## src/rtl/harmonic_mix_player_if.sv

```systemverilog
// Port bundle for harmonic_mix_player: note control, weight programming, codec request/response
// and the shared sine-ROM port. The slave modport is the player's view, master the driver's view.
interface harmonic_mix_player_if #(
    parameter int NUM_HARMONICS = 7,
    parameter int STEP_WIDTH    = 20,
    parameter int ADDR_WIDTH    = 10,
    parameter int SAMPLE_WIDTH  = 16,
    parameter int DUR_WIDTH     = 6
);
    localparam int IDX_W = (NUM_HARMONICS > 1) ? $clog2(NUM_HARMONICS) : 1;

    logic                    play_enable;
    logic                    load_new_note;
    logic [STEP_WIDTH-1:0]   step_in;
    logic [DUR_WIDTH-1:0]    duration_to_load;
    logic                    beat;
    logic                    done_with_note;
    logic                    wgt_we;
    logic [IDX_W-1:0]        wgt_idx;
    logic [3:0]              wgt_shift;
    logic                    generate_next_sample;
    logic [ADDR_WIDTH-1:0]   sine_addr;
    logic [SAMPLE_WIDTH-1:0] sine_data;
    logic [SAMPLE_WIDTH-1:0] sample_out;
    logic                    new_sample_ready;
    logic [2:0]              dbg_state;

    modport slave (
        input  play_enable, load_new_note, step_in, duration_to_load, beat,
        input  wgt_we, wgt_idx, wgt_shift, generate_next_sample, sine_data,
        output done_with_note, sine_addr, sample_out, new_sample_ready, dbg_state
    );

    modport master (
        output play_enable, load_new_note, step_in, duration_to_load, beat,
        output wgt_we, wgt_idx, wgt_shift, generate_next_sample, sine_data,
        input  done_with_note, sine_addr, sample_out, new_sample_ready, dbg_state
    );
endinterface

```

## src/rtl/harmonic_mix_player.sv

```systemverilog
// Harmonic-mix note player: NUM_HARMONICS phase accumulators share one sine-ROM port, mixed with
// programmable shift weights. Define HARMONIC_MIX_ENVELOPE_EN for the beat-driven gain envelope.
module harmonic_mix_player #(
    parameter int NUM_HARMONICS = 7,
    parameter int STEP_WIDTH    = 20,
    parameter int ADDR_WIDTH    = 10,
    parameter int SAMPLE_WIDTH  = 16,
    parameter int DUR_WIDTH     = 6
) (
    input logic clk,
    input logic reset,
    harmonic_mix_player_if.slave bus
);
    localparam int IDX_W = (NUM_HARMONICS > 1) ? $clog2(NUM_HARMONICS) : 1;
    localparam int ACC_W = SAMPLE_WIDTH + $clog2(NUM_HARMONICS) + 1;
    localparam int WIDE  = ACC_W + 6;
    localparam logic [IDX_W-1:0] LAST_H = IDX_W'(NUM_HARMONICS - 1);
    localparam logic [IDX_W:0]   N_EXT  = (IDX_W + 1)'(NUM_HARMONICS);
    localparam logic signed [WIDE-1:0] SAT_MAX = WIDE'(2 ** (SAMPLE_WIDTH - 1) - 1);
    localparam logic signed [WIDE-1:0] SAT_MIN = ~SAT_MAX;

    // Handshake: generate_next_sample is sampled only in IDLE (a one-cycle accept); the mixed
    // result appears on sample_out together with a one-cycle new_sample_ready pulse in OUT.
    typedef enum logic [2:0] {IDLE, RUN, DRAIN, SCALE, OUT} state_t;
    state_t state, state_nx;

    logic [STEP_WIDTH-1:0]   step_q, mult_q;
    logic [STEP_WIDTH-1:0]   phase_q  [NUM_HARMONICS];
    logic [3:0]              wgt_q    [NUM_HARMONICS];
    logic [3:0]              wgt_snap [NUM_HARMONICS];
    logic [DUR_WIDTH-1:0]    countdown;
    logic                    done_q;
    logic [IDX_W-1:0]        h_q, h_nx, dat_h;
    logic                    dat_vld;
    logic signed [SAMPLE_WIDTH-1:0] data_s, sample_q;
    logic signed [ACC_W-1:0] acc_q, term, acc_sum, data_ext;
    logic signed [WIDE-1:0]  acc_wide;
    logic [ADDR_WIDTH-1:0]   addr_q;
    logic                    sounding;

    function automatic logic signed [SAMPLE_WIDTH-1:0] sat(input logic signed [WIDE-1:0] v);
        if (v > SAT_MAX)      sat = SAT_MAX[SAMPLE_WIDTH-1:0];
        else if (v < SAT_MIN) sat = SAT_MIN[SAMPLE_WIDTH-1:0];
        else                  sat = v[SAMPLE_WIDTH-1:0];
    endfunction

    always_ff @(posedge clk) begin
        if (!reset) begin
            countdown <= '0;
            done_q    <= 1'b1;
            step_q    <= '0;
        end else if (bus.load_new_note) begin
            step_q    <= bus.step_in;
            countdown <= bus.duration_to_load;
            done_q    <= (bus.duration_to_load == '0);
        end else if (bus.beat && bus.play_enable && countdown != '0) begin
            countdown <= countdown - 1'b1;
            done_q    <= (countdown == DUR_WIDTH'(1));
        end
    end

    // Reset instrument: h0 holds shift value 1, every other harmonic muted.
    always_ff @(posedge clk) begin
        if (!reset) begin
            for (int h = 0; h < NUM_HARMONICS; h++) wgt_q[h] <= (h == 0) ? 4'd1 : 4'hF;
        end else if (bus.wgt_we && ({1'b0, bus.wgt_idx} < N_EXT)) begin
            wgt_q[bus.wgt_idx] <= bus.wgt_shift;
        end
    end

`ifdef HARMONIC_MIX_ENVELOPE_EN
    logic [4:0]             gain;
    logic signed [ACC_W-1:0] mix_q;
    logic signed [WIDE-1:0] mix_wide, gain_wide, scaled;

    always_ff @(posedge clk) begin
        if (!reset) begin
            gain <= '0;
        end else if (bus.load_new_note) begin
            gain <= '0;
        end else if (bus.beat && bus.play_enable) begin
            if (!done_q) begin
                if (gain < 5'd16) gain <= gain + 1'b1;
            end else if (gain != '0) begin
                gain <= gain - 1'b1;
            end
        end
    end

    assign sounding = (!done_q || gain != '0) && bus.play_enable;

    always_comb begin
        mix_wide  = mix_q;
        gain_wide = {{(WIDE - 5){1'b0}}, gain};
        scaled    = (mix_wide * gain_wide) >>> 4;
    end
`else
    assign sounding = !done_q && bus.play_enable;
`endif

    always_comb begin
        state_nx = state;
        case (state)
            IDLE:  if (bus.generate_next_sample) state_nx = RUN;
            RUN:   if (h_q == LAST_H) state_nx = DRAIN;
`ifdef HARMONIC_MIX_ENVELOPE_EN
            DRAIN: state_nx = SCALE;
`else
            DRAIN: state_nx = OUT;
`endif
            SCALE: state_nx = OUT;
            OUT:   state_nx = IDLE;
            default: state_nx = IDLE;
        endcase
    end

    // ROM data arriving this cycle belongs to the harmonic addressed one cycle earlier (dat_h).
    always_comb begin
        h_nx     = h_q + 1'b1;
        data_s   = bus.sine_data;
        data_ext = data_s;
        term     = '0;
        if (dat_vld && wgt_snap[dat_h] != 4'hF) term = data_ext >>> wgt_snap[dat_h];
        acc_sum  = acc_q + term;
        acc_wide = acc_sum;
    end

    always_ff @(posedge clk) begin
        if (!reset) begin
            state    <= IDLE;
            h_q      <= '0;
            dat_h    <= '0;
            dat_vld  <= 1'b0;
            acc_q    <= '0;
            addr_q   <= '0;
            mult_q   <= '0;
            sample_q <= '0;
            for (int h = 0; h < NUM_HARMONICS; h++) begin
                phase_q[h]  <= '0;
                wgt_snap[h] <= 4'hF;
            end
`ifdef HARMONIC_MIX_ENVELOPE_EN
            mix_q    <= '0;
`endif
        end else begin
            state   <= state_nx;
            dat_vld <= (state == RUN);
            dat_h   <= h_q;
            case (state)
                IDLE: if (bus.generate_next_sample) begin
                    acc_q    <= '0;
                    h_q      <= '0;
                    mult_q   <= step_q;
                    addr_q   <= phase_q[0][STEP_WIDTH-1 -: ADDR_WIDTH];
                    wgt_snap <= wgt_q;
                end
                RUN: begin
                    acc_q  <= acc_sum;
                    mult_q <= mult_q + step_q;
                    if (h_q != LAST_H) begin
                        h_q    <= h_nx;
                        addr_q <= phase_q[h_nx][STEP_WIDTH-1 -: ADDR_WIDTH];
                    end
                    // mult_q holds (h+1)*step for the harmonic whose address is already out.
                    if (sounding) phase_q[h_q] <= phase_q[h_q] + mult_q;
                end
                DRAIN: begin
                    acc_q <= acc_sum;
`ifdef HARMONIC_MIX_ENVELOPE_EN
                    mix_q <= sounding ? acc_sum : '0;
`else
                    sample_q <= sounding ? sat(acc_wide) : '0;
`endif
                end
`ifdef HARMONIC_MIX_ENVELOPE_EN
                SCALE: sample_q <= sat(scaled);
`endif
                default: ;
            endcase
            if (bus.load_new_note) begin
                for (int h = 0; h < NUM_HARMONICS; h++) phase_q[h] <= '0;
            end
        end
    end

    assign bus.done_with_note   = done_q;
    assign bus.sine_addr        = addr_q;
    assign bus.sample_out       = sample_q;
    assign bus.new_sample_ready = (state == OUT);
    assign bus.dbg_state        = state;
endmodule

```

## src/flat_wrapper.sv

```systemverilog
// flat-port wrapper written by rule: the top's interface ports become plain ports
module harmonic_mix_player_flat 
#(
    parameter int NUM_HARMONICS = 7,
    parameter int STEP_WIDTH    = 20,
    parameter int ADDR_WIDTH    = 10,
    parameter int SAMPLE_WIDTH  = 16,
    parameter int DUR_WIDTH     = 6
)
  (clk, reset, bus_play_enable, bus_load_new_note, bus_step_in, bus_duration_to_load, bus_beat, bus_wgt_we, bus_wgt_idx, bus_wgt_shift, bus_generate_next_sample, bus_sine_data, bus_done_with_note, bus_sine_addr, bus_sample_out, bus_new_sample_ready, bus_dbg_state);
  harmonic_mix_player_if #(.NUM_HARMONICS(NUM_HARMONICS), .STEP_WIDTH(STEP_WIDTH), .ADDR_WIDTH(ADDR_WIDTH), .SAMPLE_WIDTH(SAMPLE_WIDTH), .DUR_WIDTH(DUR_WIDTH)) bus_i ();
  input logic clk;
  input logic reset;
  input wire logic [$bits(bus_i.play_enable)-1:0] bus_play_enable;
  input wire logic [$bits(bus_i.load_new_note)-1:0] bus_load_new_note;
  input wire logic [$bits(bus_i.step_in)-1:0] bus_step_in;
  input wire logic [$bits(bus_i.duration_to_load)-1:0] bus_duration_to_load;
  input wire logic [$bits(bus_i.beat)-1:0] bus_beat;
  input wire logic [$bits(bus_i.wgt_we)-1:0] bus_wgt_we;
  input wire logic [$bits(bus_i.wgt_idx)-1:0] bus_wgt_idx;
  input wire logic [$bits(bus_i.wgt_shift)-1:0] bus_wgt_shift;
  input wire logic [$bits(bus_i.generate_next_sample)-1:0] bus_generate_next_sample;
  input wire logic [$bits(bus_i.sine_data)-1:0] bus_sine_data;
  output wire logic [$bits(bus_i.done_with_note)-1:0] bus_done_with_note;
  output wire logic [$bits(bus_i.sine_addr)-1:0] bus_sine_addr;
  output wire logic [$bits(bus_i.sample_out)-1:0] bus_sample_out;
  output wire logic [$bits(bus_i.new_sample_ready)-1:0] bus_new_sample_ready;
  output wire logic [$bits(bus_i.dbg_state)-1:0] bus_dbg_state;
  assign bus_i.play_enable = bus_play_enable;
  assign bus_i.load_new_note = bus_load_new_note;
  assign bus_i.step_in = bus_step_in;
  assign bus_i.duration_to_load = bus_duration_to_load;
  assign bus_i.beat = bus_beat;
  assign bus_i.wgt_we = bus_wgt_we;
  assign bus_i.wgt_idx = bus_wgt_idx;
  assign bus_i.wgt_shift = bus_wgt_shift;
  assign bus_i.generate_next_sample = bus_generate_next_sample;
  assign bus_i.sine_data = bus_sine_data;
  assign bus_done_with_note = bus_i.done_with_note;
  assign bus_sine_addr = bus_i.sine_addr;
  assign bus_sample_out = bus_i.sample_out;
  assign bus_new_sample_ready = bus_i.new_sample_ready;
  assign bus_dbg_state = bus_i.dbg_state;
  harmonic_mix_player #(.NUM_HARMONICS(NUM_HARMONICS), .STEP_WIDTH(STEP_WIDTH), .ADDR_WIDTH(ADDR_WIDTH), .SAMPLE_WIDTH(SAMPLE_WIDTH), .DUR_WIDTH(DUR_WIDTH)) u_core (.clk(clk), .reset(reset), .bus(bus_i));
endmodule
```

## config.mk

```make
export PLATFORM = sky130hd
export DESIGN_NAME = harmonic_mix_player_flat
export DESIGN_NICKNAME = d
export VERILOG_FILES = /design/src/rtl/harmonic_mix_player_if.sv /design/src/rtl/harmonic_mix_player.sv /design/src/flat_wrapper.sv
export SDC_FILE = /design/constraint.sdc
export NUM_CORES = 1
export LEC_CHECK = 0
export CORE_ASPECT_RATIO = 1.4
export CORE_MARGIN = 5
export CORE_UTILIZATION = 30
export CTS_BUF_LIST = sky130_fd_sc_hd__clkbuf_4
export CTS_CLUSTER_SIZE = 25
export DETAILED_ROUTE_END_ITERATION = 6
export PLACE_DENSITY = 0.58
export SLEW_MARGIN = 20
export SYNTH_ARGS = -nofsm -noshare
export SYNTH_HDL_FRONTEND = slang
export SYNTH_SLANG_ARGS = --single-unit
```

## constraint.sdc

```tcl
create_clock -name clk -period 5.8 [get_ports clk]
set_input_delay 0.87 -clock clk [delete_from_list [all_inputs] [get_ports clk]]
set_output_delay 0.87 -clock clk [all_outputs]
set_load 0.02 [all_outputs]
```

# ---- Word level (Yosys, flattened, before mapping)
# Memory sizes are Yosys's and may differ from the RTL's. A register that Yosys moved wholly into a read port is not among the register bits.
# Cells that the tools add are included.
dict set report word_totals {
  output_inout_bits 31
  inputBits 56
  mem_bits_rw 140
  regBits 159
  n_memories 1
  elab_cells 150
}
dict set report classes {
  addsub 5
  reduce_logical 20
  shift 1
  bitwise_logic 30
  magnitude_cmp 6
  n_mux 44
  eq_ne 18
}
# name depth word_bits rd rd_clocked_by_memory_dff wr line_no
set memory_table {}
lappend memory_table {u_core.phase_q 7 20 3 1 8 harmonic_mix_player.sv:28} ;# logic [STEP_WIDTH-1:0] phase_q [NUM_HARMONICS];
# operator count
set ops {}
lappend ops {{20-bit 2-to-1 mux} 10}
lappend ops {{20-bit one-hot mux with 2 select lines} 2}
lappend ops {{20-bit adder} 3}
lappend ops {{16-bit 2-to-1 mux} 3}
lappend ops {{28-bit bitwise mux} 1}
lappend ops {{3-bit == test (second input constant)} 9}
lappend ops {{20-bit by 16-bit greater-than comparator with 1-bit output (second input constant)} 1}
lappend ops {{20-bit by 16-bit less-than comparator with 1-bit output (second input constant)} 1}
lappend ops {{10-bit 2-to-1 mux} 2}
lappend ops {{10-bit one-hot mux with 2 select lines} 1}
lappend ops {{16-bit by 4-bit >>> shifter with 20-bit output} 1}
lappend ops {{3-bit 2-to-1 mux} 6}
lappend ops {{1-bit bitwise AND} 14}
lappend ops {{4-bit binary-select mux with 3-bit select} 1}
lappend ops {{4-bit demux with 3-bit select} 1}
lappend ops {{4-bit 2-to-1 mux} 3}
lappend ops {{6-bit 2-to-1 mux} 2}
lappend ops {{1-bit 2-to-1 mux} 10}
lappend ops {{3-bit one-hot mux with 3 select lines} 1}
lappend ops {{4-bit >= comparator (second input constant)} 2}
lappend ops {{3-bit NOT with 4-bit output} 2}
lappend ops {{2-bit AND reduction} 4}
lappend ops {{1-bit NOT} 7}
lappend ops {{1-bit OR} 7}
lappend ops {{other kinds (20)} 30}

# ---- Longest topological paths before layout
dict set report logic_depth {
  ltp_word 13
  depth_mapped 22
  depth_no_buf 19
}

# ---- Worst setup path before layout
# OpenSTA, ideal clock, no wires.
dict set report synth_timing {
  kind {register to register}
  startpoint {register u_core.dat_h[0]}
  endpoint {register u_core.sample_q[10] (netlist: u_core.bus.sample_out[10])}
  required_time_ns 5.678
  slack_ns 0.807
  period_less_slack_ns 4.993
  n_path_buf 3
  arrival_ns 4.871
  path_stages_with_launch 23
  cell_sequence {dfxtp_1 -> buf_6 -> mux2i_1 -> a22oi_1 -> nand2_1 -> clkbuf_1 -> mux2_2 -> nand2_1 -> o21ai_0 -> mux2i_1 -> o22ai_1 -> ha_1 -> fa_1 -> a211o_1 -> a2111o_1 -> a31o_2 -> a21oi_4 -> o21bai_1 -> a21oi_2 -> xor2_2 -> a31oi_1 -> buf_6 -> a221o_1}
}
dict set report synth_between {
  elab_chain_len 12
}
# item line_no
set synth_lines {}
lappend synth_lines {{start, declared} harmonic_mix_player.sv:33} ;# logic [IDX_W-1:0] h_q, h_nx, dat_h;
lappend synth_lines {{start signal, assigned} harmonic_mix_player.sv:148} ;# dat_h <= h_q;
lappend synth_lines {{3-bit NOT with 4-bit output (implied by the code) (*)} harmonic_mix_player.sv:123} ;# if (dat_vld && wgt_snap[dat_h] != 4'hF) term = data_ext >>> wgt_snap[dat_h];
lappend synth_lines {{4-bit binary-select mux with 3-bit select (*)} harmonic_mix_player.sv:123}
lappend synth_lines {{4-bit 2-to-1 mux (implied by the code) (*) (2 in series)} harmonic_mix_player.sv:123}
lappend synth_lines {{parallel branches: the longest is 2 deep, another holds 16-bit by 4-bit >>> shifter with 20-bit output} --}
lappend synth_lines {{20-bit 2-to-1 mux (*)} harmonic_mix_player.sv:123}
lappend synth_lines {{20-bit adder (*)} harmonic_mix_player.sv:124} ;# acc_sum = acc_q + term;
lappend synth_lines {{20-bit by 16-bit less-than comparator with 1-bit output} harmonic_mix_player.sv:43} ;# else if (v < SAT_MIN) sat = SAT_MIN[SAMPLE_WIDTH-1:0];
lappend synth_lines {{16-bit 2-to-1 mux} harmonic_mix_player.sv:43}
lappend synth_lines {{16-bit 2-to-1 mux (*)} harmonic_mix_player.sv:42} ;# if (v > SAT_MAX) sat = SAT_MAX[SAMPLE_WIDTH-1:0];
lappend synth_lines {{16-bit 2-to-1 mux (*)} harmonic_mix_player.sv:172} ;# sample_q <= sounding ? sat(acc_wide) : '0;
lappend synth_lines {{end signal, assigned} harmonic_mix_player.sv:172}
lappend synth_lines {{end, declared} harmonic_mix_player.sv:35} ;# logic signed [SAMPLE_WIDTH-1:0] data_s, sample_q;
# Mark *: on every way between the ends. The select of a mux whose other input is x is not followed.
# A chain may end at the register's enable or synchronous reset.

# ---- Final worst setup path
dict set report layout_timing {
  startpoint {register u_core.dat_h[0]}
  endpoint {register u_core.sample_q[12] (netlist: u_core.bus.sample_out[12])}
}
# Same word-level chain as after synthesis.

==> impl_metrics.toml <==
[sta]
period_share_pct = 92.9
fmax_mhz = 186
tightest_slew_ns = 0.993
relSlewSlack_pct = 33.7
fin_crit_ns = 5.39
final-hold-violation-count = 0
final.setup_skew_ns = 0.0654
setup_slack_ns = 0.414
setup_viol = 0
report.final.slew_viol_count = 0
fin_setup_tns_ns = 0
rsz0062_at_grt = "no"

[floorplanning]
rows = 103
fp.dieW_um = 212
start_util_pct = 30.3
dieArea_um2 = 62000
core_um2 = 56400
io_pins = 87
chipHeight_um = 293

[synth]
synth_top_area_cell = "edfxtp_1"
ys_seq_elements = 322
syn-num-nets = 1744
synth-async-reset-ratio_pct = 0
syn_area_per_cell_um2 = 10.6
synthCells = 1620
yosysWarnings = 0
synth_edf_count = 160
syn_area_um2 = 17100
synth-main-ff-cell = "dfxtp_1"
yosysUniqueCellTypes = 72
ys_seq_area_share_pct = 47.0
synth_top_area_share_pct = 28.1
synth_area_leaders = "edfxtp_1 (28%), dfxtp_1 (19%), mux4_2 (7.9%), mux2i_1 (6.3%), ha_1 (4.8%)"

[run]
drv_cap = 0

[route]
ant_nets = 0
drt_first_pass_iters = 7
vias = 12808
wire_per_inst_um = 18.5
drc = 0
viasPerCell = 5.08
wirelength_mm = 46.5
drt-initial-drc-count = 836

[critical_path]
path_max_fanout = 18
crit_type = "reg2reg"
reg2reg_to = "u_core.bus.sample_out[12]"
cp.required_ns = 6.43
critPathArrivalTime_ns = 6.02
crit_path_end_kind = "flop"
worst_r2r_path_depth = 19
ff2ff_setup_slack_ns = 0.41
reg2reg_from = "u_core.dat_h[0]"
start_kind = "flop"

[clock_network]
clk_path_buf_depth = 3
cts-root-buf = "clkbuf_4"
clock_latency_ns = 0.78
cts_tree = "done"
clkTransAtPathRegs_ns = 0.08
htree_levels = 3
clock_sinks = 322
numCtsBuffers = 80

[placement]
dp.cells = 2383
port_buffers = 86
place_ws_ns = 0.184
placed_cell_area_um2 = 18800
place_congestion = 0.876
dp_hpwl_mm = 31.4

[pwr]
ir_drop_mv = 0.124
leakage_nw = 7.92
power.density_nw_per_um2 = 277

[hold_path]
min_to = "u_core.wgt_snap[10]"
hold_depth = 2
worstHoldPathType = "reg2reg"
hold_start = "u_core.wgt_q[10]"

[layout]
stdcell_count = 2521
drive_gt1_share_pct = 15.1
area_growth_pct = 15.9
nFillCells = 5649
fin_area_um2 = 19800
final_nets = 1855
post-route-util_pct = 35.1
multi_input_area_um2 = 8550
regArea_um2 = 8050

[grt]
grt_max_degree = 94
antenna_found_initial = 2
grt_usage_pct = 14.7
first_global_vias = 12994
grt_first_pass_wirelength_mm = 72.3
grt_overflow = 0

[status]
status = "complete, no violations"
[what timing repair did]
| action | 4_1_cts | 5_1_grt |
|---|---|---|
| hold buffers | 0 | 0 |
| resized for setup | 0 | 2 |
| buffers inserted | 0 | 1 |
| hold endpoints to repair | 0 | 0 |
| endpoints found under the setup margin | 0 | 15 |
[critical path: stages (launching register included)]
cell and delay, ns:
dfxtp_1 0.69, nand2b_1 0.20, o221ai_1 0.23, nand2_1 0.08
buf_4 0.21, or3_1 0.39, nand4_1 0.24, o22ai_1 0.14
ha_1 0.23, fa_1 0.43, a211o_1 0.34, a2111o_1 0.39
a31o_2 0.30, a21oi_4 0.15, o21bai_1 0.10, a21oi_2 0.18
xor2_2 0.29, o41ai_4 0.14, buf_12 0.17, a221o_1 0.34
[sequential cells by signal, summed over array words and instances (netlist names), 6 cells and up, named ones only]
| signal | flops |
|---|---|
| u_core.acc_q | 20 |
| u_core.bus.sample_out | 16 |
| u_core.bus.sine_addr | 10 |
| u_core.countdown | 6 |
| u_core.mult_q | 20 |
| u_core.phase_q | 160 |
| u_core.step_q | 20 |
| u_core.wgt_q | 28 |
| u_core.wgt_snap | 28 |
[through the flow]
step / power [mW] / hold slack, ns
2_1_floorplan: 3.32 / 0.440
3_3_place_gp: 3.63 / 0.448
3_5_place_dp: 3.65 / 0.453
6_report: 5.50 / 0.441
4_1_cts: 5.58 / 0.455
5_1_grt: 5.80 / 0.475
[cells in the final DEF (no fill, tap or decap), types with 5 or more instances in the layout]
master	instances
nand3_1	74
nand2b_1	8
nor2b_1	51
dfxtp_1	160
ha_1	65
xnor2_1	32
mux2i_1	107
o22ai_1	8
a21o_1	18
o211ai_1	8
a31oi_1	5
edfxtp_1	160
a21oi_1	87
mux4_2	60
o21ai_0	31
mux2_2	20
buf_4	33
o211a_1	11
a21boi_0	15
xor2_1	16
o21bai_1	8
a211oi_1	14
nand4_1	5
a221o_1	16
clkbuf_4	117
and3_1	11
and2_1	18
o21a_1	11
clkdlybuf4s50_1	84
inv_1	48
nor3_1	36
nand2_1	179
nor2_1	173
clkinv_1	10
[worst max path at each step]
stage	slack, ns	depth (start not counted)	endpoint	startpoint
floorplan	0.81	22	u_core.bus.sample_out[10]	u_core.dat_h[0]
global placement	0.29	18	u_core.bus.sample_out[8]	bus_sine_data[15]
CTS	0.14	20	u_core.bus.sample_out[12]	u_core.dat_h[0]
detailed placement	0.18	20	u_core.bus.sample_out[12]	u_core.dat_h[0]
finish	0.41	19	u_core.bus.sample_out[12]	u_core.dat_h[0]
global route	0.006	21	u_core.bus.sample_out[12]	u_core.dat_h[0]
[cell families after synthesis]
logic type / synth area share, %
AO/OA/AOI/OAI: 10.8
adder cells (fa/ha/maj): 5.10
multiplexers: 15.5
flip-flops: 47.0
XOR/XNOR: 2.65
AND/OR/NAND/NOR: 15.7
buffers and inverters: 3.21
[final cells by class]
type	count	area share (%)
Sequential cell	322	40.6
Timing Repair Buffer	121	5.81
Clock buffer	117	4.43
Antenna cell	2	0.0252
Clock inverter	18	0.530
Inverter	48	0.908
Tap cell	735	4.64
Multi-Input combinational cell	1158	43.1
[cells in the mapped netlist, drive strengths merged (12+ instances only)]
cell	instances
nand2	180
edfxtp	160
clkbuf	79
mux4	60
a221o	16
a21boi	15
o21a	12
nor2	174
o21ai	31
and2	18
mux2	20
nand3	74
a21oi	90
a211oi	15
mux2i	107
buf	13
xnor2	33
ha	65
a21o	18
nor2b	51
inv	48
xor2	17
nor3	37
dfxtp	162
[where the power goes]
part           internal [mW]  switching [mW]
combinational          0.405           0.595
sequential              2.50          0.0968
clock                  0.965           0.935
total                   3.87            1.63
[per-layer routing]
| layer | GRT usage [%] | vias up | part of all wire, % | wire [um] |
|---|---|---|---|---|
| li1 | - | 6165 | - | - |
| met1 | 17.2 | 6246 | 40 | 18500 |
| met2 | 26.5 | 328 | 52 | 24400 |
| met3 | 2.66 | 69 | 4.9 | 2300 |
| met4 | 5.89 | 0 | 2.9 | 1360 |
| met5 | 0 | - | 0 | 0 |
Note: power is estimated with default switching activity, not from simulation.
